**config.mk**
```make
export PLATFORM = sky130hd
export DESIGN_NAME = param_updown_counter
export DESIGN_NICKNAME = d
export VERILOG_FILES = /design/src/rtl/param_updown_counter.sv
export SDC_FILE = /design/constraint.sdc
export NUM_CORES = 1
export LEC_CHECK = 0
export CORE_MARGIN = 10
export CORE_UTILIZATION = 54
export DETAILED_ROUTE_END_ITERATION = 12
export GPL_TIMING_DRIVEN = 0
export PLACE_DENSITY_LB_ADDON = 0.15
export SYNTH_ARGS = -nofsm -noshare
export SYNTH_HDL_FRONTEND = slang
export SYNTH_SLANG_ARGS = --single-unit
```
**constraint.sdc**
```tcl
create_clock -name i_clk -period 7.3 [get_ports i_clk]
set_input_delay 1.46 -clock i_clk [delete_from_list [all_inputs] [get_ports i_clk]]
set_output_delay 1.46 -clock i_clk [all_outputs]
set_load 0.03 [all_outputs]
```
**src/rtl/param_updown_counter.sv**
```systemverilog
// param_updown_counter: modulo-N up/down counter with step, saturate, prescaler and sticky flags
module param_updown_counter #(
  parameter int WIDTH     = 8,
  parameter int MAX_VALUE = 2**WIDTH-1,
  parameter int STEP_W    = 4,
  parameter int PRESCALE  = 1
) (
  input  logic              i_clk,
  input  logic              i_rst_n,
  input  logic              i_en,
  input  logic              i_load,
  input  logic [WIDTH-1:0]  i_load_val,
  input  logic              i_up_down,
  input  logic [STEP_W-1:0] i_step,
  input  logic              i_sat_mode,
  input  logic              i_clr_flags,
  output logic [WIDTH-1:0]  o_count,
  output logic              o_bnd_pulse,
  output logic              o_ovf,
  output logic              o_unf
);
  localparam int PW = PRESCALE > 1 ? $clog2(PRESCALE) : 1;
  localparam logic [WIDTH:0] MAXX = (WIDTH+1)'(MAX_VALUE);
  localparam logic [WIDTH-1:0] MAXW = WIDTH'(MAX_VALUE);
  logic [WIDTH-1:0] r_count;
  logic [PW-1:0]    r_presc;
  logic             r_bnd, r_ovf, r_unf;
  logic             w_tick, w_ovf_ev, w_unf_ev, w_bnd;
  logic [WIDTH:0]   w_cnt, w_stepx, w_s, w_sum;
  logic [WIDTH-1:0] w_next, w_load;
  always_comb begin
    w_tick   = i_en && r_presc == PW'(PRESCALE-1);
    w_cnt    = {1'b0, r_count};
    w_stepx  = (WIDTH+1)'(i_step);
    w_s      = w_stepx > MAXX ? MAXX : w_stepx;
    w_sum    = w_cnt + w_s;
    w_ovf_ev = i_up_down && w_sum > MAXX;
    w_unf_ev = !i_up_down && w_s > w_cnt;
    // Wrap folds the excess back into 0..MAX_VALUE; saturate pins to the bound crossed
    w_next   = i_up_down
             ? (w_ovf_ev ? (i_sat_mode ? MAXW : WIDTH'(w_sum - MAXX - 1'b1)) : WIDTH'(w_sum))
             : (w_unf_ev ? (i_sat_mode ? '0 : WIDTH'(w_cnt + MAXX + 1'b1 - w_s)) : WIDTH'(w_cnt - w_s));
    w_bnd    = w_s != '0 && (w_ovf_ev || w_unf_ev || w_next == (i_up_down ? MAXW : '0));
    w_load   = {1'b0, i_load_val} > MAXX ? MAXW : i_load_val;
  end
  always_ff @(posedge i_clk) begin
    if (!i_rst_n) begin
      r_count <= '0;
      r_presc <= '0;
      r_bnd   <= 1'b0;
      r_ovf   <= 1'b0;
      r_unf   <= 1'b0;
    end else begin
      r_count <= i_load ? w_load : w_tick ? w_next : r_count;
      r_presc <= i_load ? '0 : i_en ? (w_tick ? '0 : r_presc + 1'b1) : r_presc;
      r_bnd   <= !i_load && w_tick && w_bnd;
      r_ovf   <= (r_ovf && !i_clr_flags) || (!i_load && w_tick && w_ovf_ev);
      r_unf   <= (r_unf && !i_clr_flags) || (!i_load && w_tick && w_unf_ev);
    end
  end
  assign o_count     = r_count;
  assign o_bnd_pulse = r_bnd;
  assign o_ovf       = r_ovf;
  assign o_unf       = r_unf;
endmodule

```
# Word-level counts from Yosys, hierarchy flattened
# Cells that the tools add are included.
op_classes:
  add_sub_neg: 8
  magnitude_cmp: 2
  eq_ne: 1
  mux: 9
  n_bitwise: 2
  reduce_logical: 20
ops:
  columns: ["op", "count"]
  rows:
  - ["8-bit two-way mux", 8]
  - ["8-bit by 4-bit subtractor with 8-bit output", 2]
  - ["1-bit logical AND", 10]
  - ["8-bit by 4-bit adder with 9-bit output", 1]
  - ["9-bit by 8-bit > comparator with 1-bit output, second input constant", 1]
  - ["8-bit by 1-bit adder with 8-bit output, second input constant", 1]
  - ["8-bit adder, second input constant", 1]
  - ["8-bit == test", 1]
  - ["4-bit by 8-bit > comparator with 1-bit output", 1]
  - ["8-bit by 1-bit subtractor with 8-bit output, second input constant", 1]
  - ["8-bit subtractor, second input constant", 1]
  - ["1-bit logical OR", 4]
  - ["4-bit nonzero test", 1]
  - ["1-bit zero test", 3]
  - ["1-bit inverter", 2]
  - ["2-bit nonzero test", 1]
  - ["2-bit OR reduction", 1]
  - ["1-bit adder, second input constant", 1]
  - ["1-bit two-way mux", 1]
totals:
  reg_bits: 12
  in_bits: 19
  output_inout_bits: 11
  wordCells: 47

# Depth between registers and ports, before layout
# Gate-level depths: netlist (run 1).
logic_depth:
  word_depth: 10
  mapped_depth: 9
  mapped_depth_nobuf: 9

# Worst setup path before layout (run 1)
# OpenSTA, ideal clock, no wires.
synth_timing:
  path_kind: "input to register"
  startpoint: "in i_step[2]"
  endpoint: "reg r_bnd (netlist: o_bnd_pulse)"
  setup_ps: 74
  t_arrival_ps: 3354
  required_time_ps: 7226
  setup_slack_ps: 3872
  path_stages: 9
  path_buffers: 1
  path_cell_list: "inv_1 ha_1 buf_6 or3b_4 a31oi_4 o21ai_0 xnor2_1 or4b_1 a31oi_1"
synth_between:
  elab_chain_len: 10
  word_cells_on_any_way: 20
  cone_classes: "add/sub (5); order compare (2); eq/ne (1); mux (5); reduce/logical (7)"
synth_lines:
  columns: ["item", "line_no", "text"]
  rows:
  - ["start, declared", "14", "input logic [STEP_W-1:0] i_step,"]
  - ["8-bit by 4-bit adder with 9-bit output", "36", "w_sum = w_cnt + w_s;"]
  - ["8-bit subtractor", "41", "? (w_ovf_ev ? (i_sat_mode ? MAXW : WIDTH'(w_sum - MAXX - 1'b1)) : WIDTH'(w_sum))"]
  - ["8-bit by 1-bit subtractor with 8-bit output", "41", null]
  - ["8-bit two-way mux (3 in a row)", "41", null]
  - ["8-bit == test", "43", "w_bnd = w_s != '0 && (w_ovf_ev || w_unf_ev || w_next == (i_up_down ? MAXW : '0));"]
  - ["1-bit logical OR", "43", null]
  - ["1-bit logical AND *", "43", null]
  - ["1-bit logical AND *", "56", "r_bnd <= !i_load && w_tick && w_bnd;"]
  - ["end signal, assigned", "56", null]
  - ["end, declared", "27", "logic r_bnd, r_ovf, r_unf;"]
# Every way passes the cells marked *; elsewhere a longest branch is shown, timed or not.
# A chain may end at the register's enable or synchronous reset.

# Final worst setup path (run 1)
layout_timing:
  startpoint: "in i_step[1]"
  endpoint: "reg r_bnd (netlist: o_bnd_pulse)"
# The elaborated chain is that of the path after synthesis.

==> flow_metrics.env, run 1 <==
export IMPL_cp_top_family="simple AND/OR/NAND/NOR gates"
export IMPL_drc=0
export IMPL_fp_dieH_um=68.5
export IMPL_path_class="primary input to register"
export IMPL_grt_util_all_layers_pct=17.7
export IMPL_portBuffers=28
export IMPL_ys_seq_area_share_pct=18.9
export IMPL_slew_headroom_pct=63.3
export IMPL_cellLeakagePower_uw=0.000637
export IMPL_cap_viol_max_count=0
export IMPL_synth_largest_area_cell="dfxtp_1"
export IMPL_clk_pin_slew_ns=0.08
export IMPL_die_width_um=68.5
export IMPL_place_gp_congestion=0.946
export IMPL_numCtsBuffers=3
export IMPL_synth_cell_type_count=50
export IMPL_cts_setup_buffers=0
export IMPL_synth_area_leaders="dfxtp_1 19%, ha_1 7.9%, o21ai_0 6.3%"
export IMPL_root_buffer="clkbuf_4"
export IMPL_final_nets=231
export IMPL_cts_hold_fix_buffers=0
export IMPL_most_common_layout_cells="28 x clkdlybuf4s50_1, 16 x o21ai_0, 14 x a21oi_1"
export IMPL_rsz0062_at_grt="no"
export IMPL_synthFlopType="dfxtp_1"
export IMPL_fmax_mhz=254
export IMPL_p_per_area_mw_per_mm2=146
export IMPL_drtAntennaViolNets=0
export IMPL_ys_seq_elements=12
export IMPL_first_global_vias=1432
export IMPL_setup_viol=0
export IMPL_vias=1356
export IMPL_min_period_ns=3.94
export IMPL_fin_crit_sh_pct=54.0
export IMPL_netlist_instances=169
export IMPL_hold_viol_final=0
export IMPL_cts_max_level=1
export IMPL_synth_cell_area_mm2=0.00127
export IMPL_final_common_cell="clkdlybuf4s50_1"
export IMPL_grt_overflow_total=0
export IMPL_crit_chain="clkdlybuf4s50_1, inv_1, ha_1, or3b_4, a31oi_4, o21ai_0, xnor2_1, or4b_1, a31oi_1"
export IMPL_end_kind="register"
export IMPL_coreArea_mm2=0.00223
export IMPL_cts_sinks=12
export IMPL_grt_max_degree=11
export IMPL_syn_nets=198
export IMPL_layout_drive_gt1_share_pct=8.46
export IMPL_dr_first_iter_drc_count=116
export IMPL_hold_path_class="register to register"
export IMPL_drt_wirelength_per_cell_um=17.2
export IMPL_drtPass1Iterations=4
export IMPL_via_per_inst=5.92
export IMPL_die_area_mm2=0.00470
export IMPL_synth_warnings=0
export IMPL_start_util_pct=57.0
export IMPL_worst_path_max_delay_cell="clkdlybuf4s50_1"
export IMPL_synth_top_area_share_pct=18.9
export IMPL_worst_setup_path_start_kind="primary input"
export IMPL_grt_pass1_wl_um=6480
export IMPL_synth_edff_count=0
export IMPL_cp_max_fo=5
export IMPL_crit_arrival_ns=4.14
export IMPL_crit_path_max_incr_delay_ns=0.61
export IMPL_fin_skew_ns=0.00392
export IMPL_area_growth_pct=27.6
export IMPL_clk_latency_ns=0.28
export IMPL_worst_pin_slew_ns=0.546
export IMPL_syn_avg_cell_area_um2=7.53
export IMPL_place_area_mm2=0.00159
export IMPL_antenna_cells=0
export IMPL_cp_required_ns=7.50
export IMPL_rows=17
export IMPL_post_cts_resized=0
export IMPL_async_reset_ff_share_pct=0
export IMPL_outcome="finished, final reports clean"
export IMPL_max_vdd_ir_drop_mv=0.154
export IMPL_dp_hpwl_um=3200
export IMPL_clk_path_buf_depth=2
export IMPL_tns_ns=0
export IMPL_finalWorstSetupSlack_ns=3.36
export IMPL_stdcell_area_mm2=0.00162
export IMPL_crit_buf_inv=2
export IMPL_routed_wl_um=3950
export IMPL_cts_tree="done"
export IMPL_ios=30
export IMPL_antenna_found_initial=0
export IMPL_dp_slack_ns=3.07
export IMPL_slew_violations=0
-- kinds of logic (layout without fill, tap and decap cells) --
logic type                 count (synthesis)  after routing  synth area share, %
and+or+nand+nor                           64             64                 28.2
adders and majority gates                 10             10                 11.0
buffers and inverters                     23             55                 8.36
DFF                                       12             12                 18.9
AOI/OAI and AO/OA                         52             52                 27.9
xor gates and xnor gates                   7              7                 4.82
muxes                                      1              1                0.787
-- power by group --
part	switching (µW)	internal, µW	total (µW)
sequential	3.94	69.3	73.2
combinational	61.3	47.7	109
clock	24.0	30.4	54.4
-- state kept, by name, indices dropped and copies added (netlist names) --
register / count
o_count: 8
o_unf: 1
o_bnd_pulse: 1
o_ovf: 1
r_presc: 1
-- path summary, 6_finish.rpt --
kind                                  from           to  slack (ns)  cells past startpoint
worst max-delay path             i_step[1]  o_bnd_pulse        3.36                      9
worst min-delay path               r_presc      r_presc        0.48                      1
worst max register to register  o_count[2]  o_bnd_pulse        4.77                      8
worst min register to register     r_presc      r_presc        0.48                      1
-- stage by stage --
stage / instances / hold WS [ns] / total power [µW] / util [%]
CTS: 229 / 0.479 / 236 / 72.7
global placement: 225 / 0.465 / 178 / 71.1
floorplan: 169 / 0.452 / 146 / -
global route: 229 / 0.516 / 252 / 72.7
detailed placement: 225 / 0.465 / 182 / 71.1
finish: 229 / 0.485 / 237 / 72.7
-- final cells by class --
class                   instances  area (µm²)
multi-input cells             134         926
fillers                       191         609
repair buffers                 28         280
flip-flops and latches         12         240
plain buffers                  11        61.3
inverters                      12        45.0
clock buffers                   4        36.3
well taps                      28        35.0
-- cells in the mapped netlist, types with 2 or more instances --
master     count
o21ai_0       16
a21oi_1       14
nand2_1       13
dfxtp_1       12
inv_1         12
nor2_1        12
ha_1           8
nor2b_1        8
clkbuf_1       6
nand3_1        5
nand2b_1       4
xnor2_1        4
buf_4          3
nor3_1         3
nor4_1         3
o2111ai_1      3
xor2_1         3
a21boi_0       2
and2_1         2
and3_1         2
fa_1           2
o21a_1         2
o221a_2        2
or4b_1         2
-- routing by layer --
metal	wire (µm)	up-vias	global-route usage, %
li1	-	671	-
met1	1640	633	19.8
met2	2030	50	32.1
met3	276	2	5.64
met4	7	0	3.02
met5	0	-	0
Power figures use the tool's default switching activity.
==> inputs of run 2 (changes only) <==
--- a/config.mk
+++ b/config.mk
@@ -6,7 +6,7 @@
 export NUM_CORES = 1
 export LEC_CHECK = 0
 export CORE_MARGIN = 10
-export CORE_UTILIZATION = 54
+export CORE_UTILIZATION = 50
 export DETAILED_ROUTE_END_ITERATION = 12
 export GPL_TIMING_DRIVEN = 0
 export PLACE_DENSITY_LB_ADDON = 0.15
==> constraint.sdc (replaced) <==
create_clock -name i_clk -period 4.1 [get_ports i_clk]
set_input_delay 0.82 -clock i_clk [delete_from_list [all_inputs] [get_ports i_clk]]
set_output_delay 0.82 -clock i_clk [all_outputs]
set_load 0.03 [all_outputs]
==> run 2 against run 1 <==
Compared with the run above:
- final cell count increased by 0.87%
- global-route usage down 1.9 points
- clock skew fell by 0.0017 ns
- sequential power is 78% higher
- worst hold slack improved by 0.0044 ns
- via count up 1.2%
- sequential share of layout area is essentially flat
==> flow_metrics.env, run 2 (synthesized netlist as in run 1, its figures left out) <==
export IMPL_area_growth_pct=27.8
export IMPL_largest_reg_flops=8
export IMPL_p_seq_share_pct=31.1
export IMPL_crit_chain="clkdlybuf4s50_1, inv_1, ha_1, or3b_4, a31oi_4, o21ai_0, xnor2_1, or4b_1, a31oi_1"
export IMPL_clkPwrFrac_pct=23.2
export IMPL_coreArea_mm2=0.00245
export IMPL_worst_r2r_path_depth=8
export IMPL_place_gp_congestion=0.876
export IMPL_cts_max_level=1
export IMPL_dr_first_iter_drc_count=104
export IMPL_die_width_um=70.4
export IMPL_portBuffers=28
export IMPL_path_class="primary input to register"
export IMPL_crit_cells=9
export IMPL_worst_pin_slew_ns=0.614
export IMPL_clk_pin_slew_ns=0.08
export IMPL_cts_sinks=12
export IMPL_outcome="finished, final reports clean"
export IMPL_grt_max_degree=11
export IMPL_antenna_cells=0
export IMPL_slew_violations=0
export IMPL_setup_viol=0
export IMPL_clk_latency_ns=0.28
export IMPL_drtPass1Iterations=4
export IMPL_cts_tree="done"
export IMPL_max_vdd_ir_drop_mv=0.228
export IMPL_p_per_area_mw_per_mm2=258
export IMPL_rows=18
export IMPL_first_global_vias=1398
export IMPL_vias=1372
export IMPL_hold_path_class="register to register"
export IMPL_cp_top_family="simple AND/OR/NAND/NOR gates"
export IMPL_hold_path_startpoint="r_presc"
export IMPL_start_util_pct=51.8
export IMPL_drt_wirelength_per_cell_um=16.9
export IMPL_crit_path_start="i_step[1]"
export IMPL_min_period_ns=3.26
export IMPL_fillers=240
export IMPL_crit_buf_inv=2
export IMPL_intPower_uw=262
export IMPL_grt_overflow_total=0
export IMPL_fp_dieH_um=70.4
export IMPL_cap_viol_max_count=0
export IMPL_fin_crit_sh_pct=79.5
export IMPL_crit_arrival_ns=3.47
export IMPL_tns_ns=0
export IMPL_crit_path_max_incr_delay_ns=0.60
export IMPL_final_util_pct=66.3
export IMPL_cts_setup_buffers=0
export IMPL_drc=0
export IMPL_cp_max_fo=5
export IMPL_hold_viol_final=0
export IMPL_worst_path_max_delay_cell="clkdlybuf4s50_1"
export IMPL_root_buffer="clkbuf_4"
export IMPL_slew_headroom_pct=59.0
export IMPL_dp_slack_ns=0.536
export IMPL_routed_wl_um=3900
export IMPL_sw_frac_of_total_pct=37.5
export IMPL_cts_hold_fix_buffers=0
export IMPL_drtAntennaViolNets=0
export IMPL_finalWorstSetupSlack_ns=0.841
export IMPL_dp_hpwl_um=3170
export IMPL_final_nets=231
export IMPL_die_area_mm2=0.00496
export IMPL_cellLeakagePower_uw=0.000637
export IMPL_via_per_inst=5.94
export IMPL_end_kind="register"
export IMPL_numCtsBuffers=3
export IMPL_total_power_uw=420
export IMPL_ios=30
export IMPL_antenna_found_initial=0
export IMPL_final_common_cell="clkdlybuf4s50_1"
export IMPL_fin_skew_ns=0.00225
export IMPL_fmax_mhz=307
export IMPL_layout_drive_gt1_share_pct=8.46
export IMPL_grt_util_all_layers_pct=15.8
export IMPL_post_cts_resized=0
export IMPL_rsz0062_at_grt="no"
export IMPL_r2r_slack_ns=1.61
export IMPL_comb_power_share_pct=45.7
export IMPL_cp_required_ns=4.31
export IMPL_reg2reg_from="o_count[2]"
export IMPL_clk_path_buf_depth=2
export IMPL_worst_setup_path_start_kind="primary input"
export IMPL_grt_pass1_wl_um=6710
export IMPL_holdPathStages=1
export IMPL_most_common_layout_cells="28 x clkdlybuf4s50_1, 16 x o21ai_0, 14 x a21oi_1"
export IMPL_p_switching_uw=157
[run 2: cell type report]
class / count / area, µm² / area share (%)
Buffer: 11 / 61.3 / 3.77
Clock buffer: 4 / 36.3 / 2.23
Inverter: 12 / 45.0 / 2.77
Multi-Input combinational cell: 134 / 926 / 56.9
Sequential cell: 12 / 240 / 14.8
Tap cell: 30 / 37.5 / 2.31
Timing Repair Buffer: 28 / 280 / 17.2
[run 2: worst paths after layout]
path,endpoint
max reg2reg,o_bnd_pulse
min,r_presc
min reg2reg,r_presc
max,o_bnd_pulse
[run 2: power groups by stage]
stage / Clock (µW) / Sequential [µW] / Combinational (µW)
2_1_floorplan: 0 / 145 / 115
3_3_place_gp: 0 / 133 / 186
3_5_place_dp: 0 / 134 / 189
4_1_cts: 99.0 / 131 / 190
5_1_grt: 106 / 132 / 211
6_report: 97.3 / 130 / 192
[run 2: layer usage]
metal	wire length (µm)	global-route usage, %	up-vias
met4	40	2.63	0
li1	-	-	670
met5	0	0	-
met2	1890	26.3	46
met1	1720	19.6	652
met3	251	4.52	4
[run 2: stage by stage]
step / cell area (µm²) / hold WS [ns] / std cells
2_1_floorplan: 1270 / 0.452 / 169
3_3_place_gp: 1590 / 0.464 / 227
3_5_place_dp: 1590 / 0.477 / 227
4_1_cts: 1630 / 0.488 / 231
5_1_grt: 1630 / 0.521 / 231
6_report: 1630 / 0.489 / 231
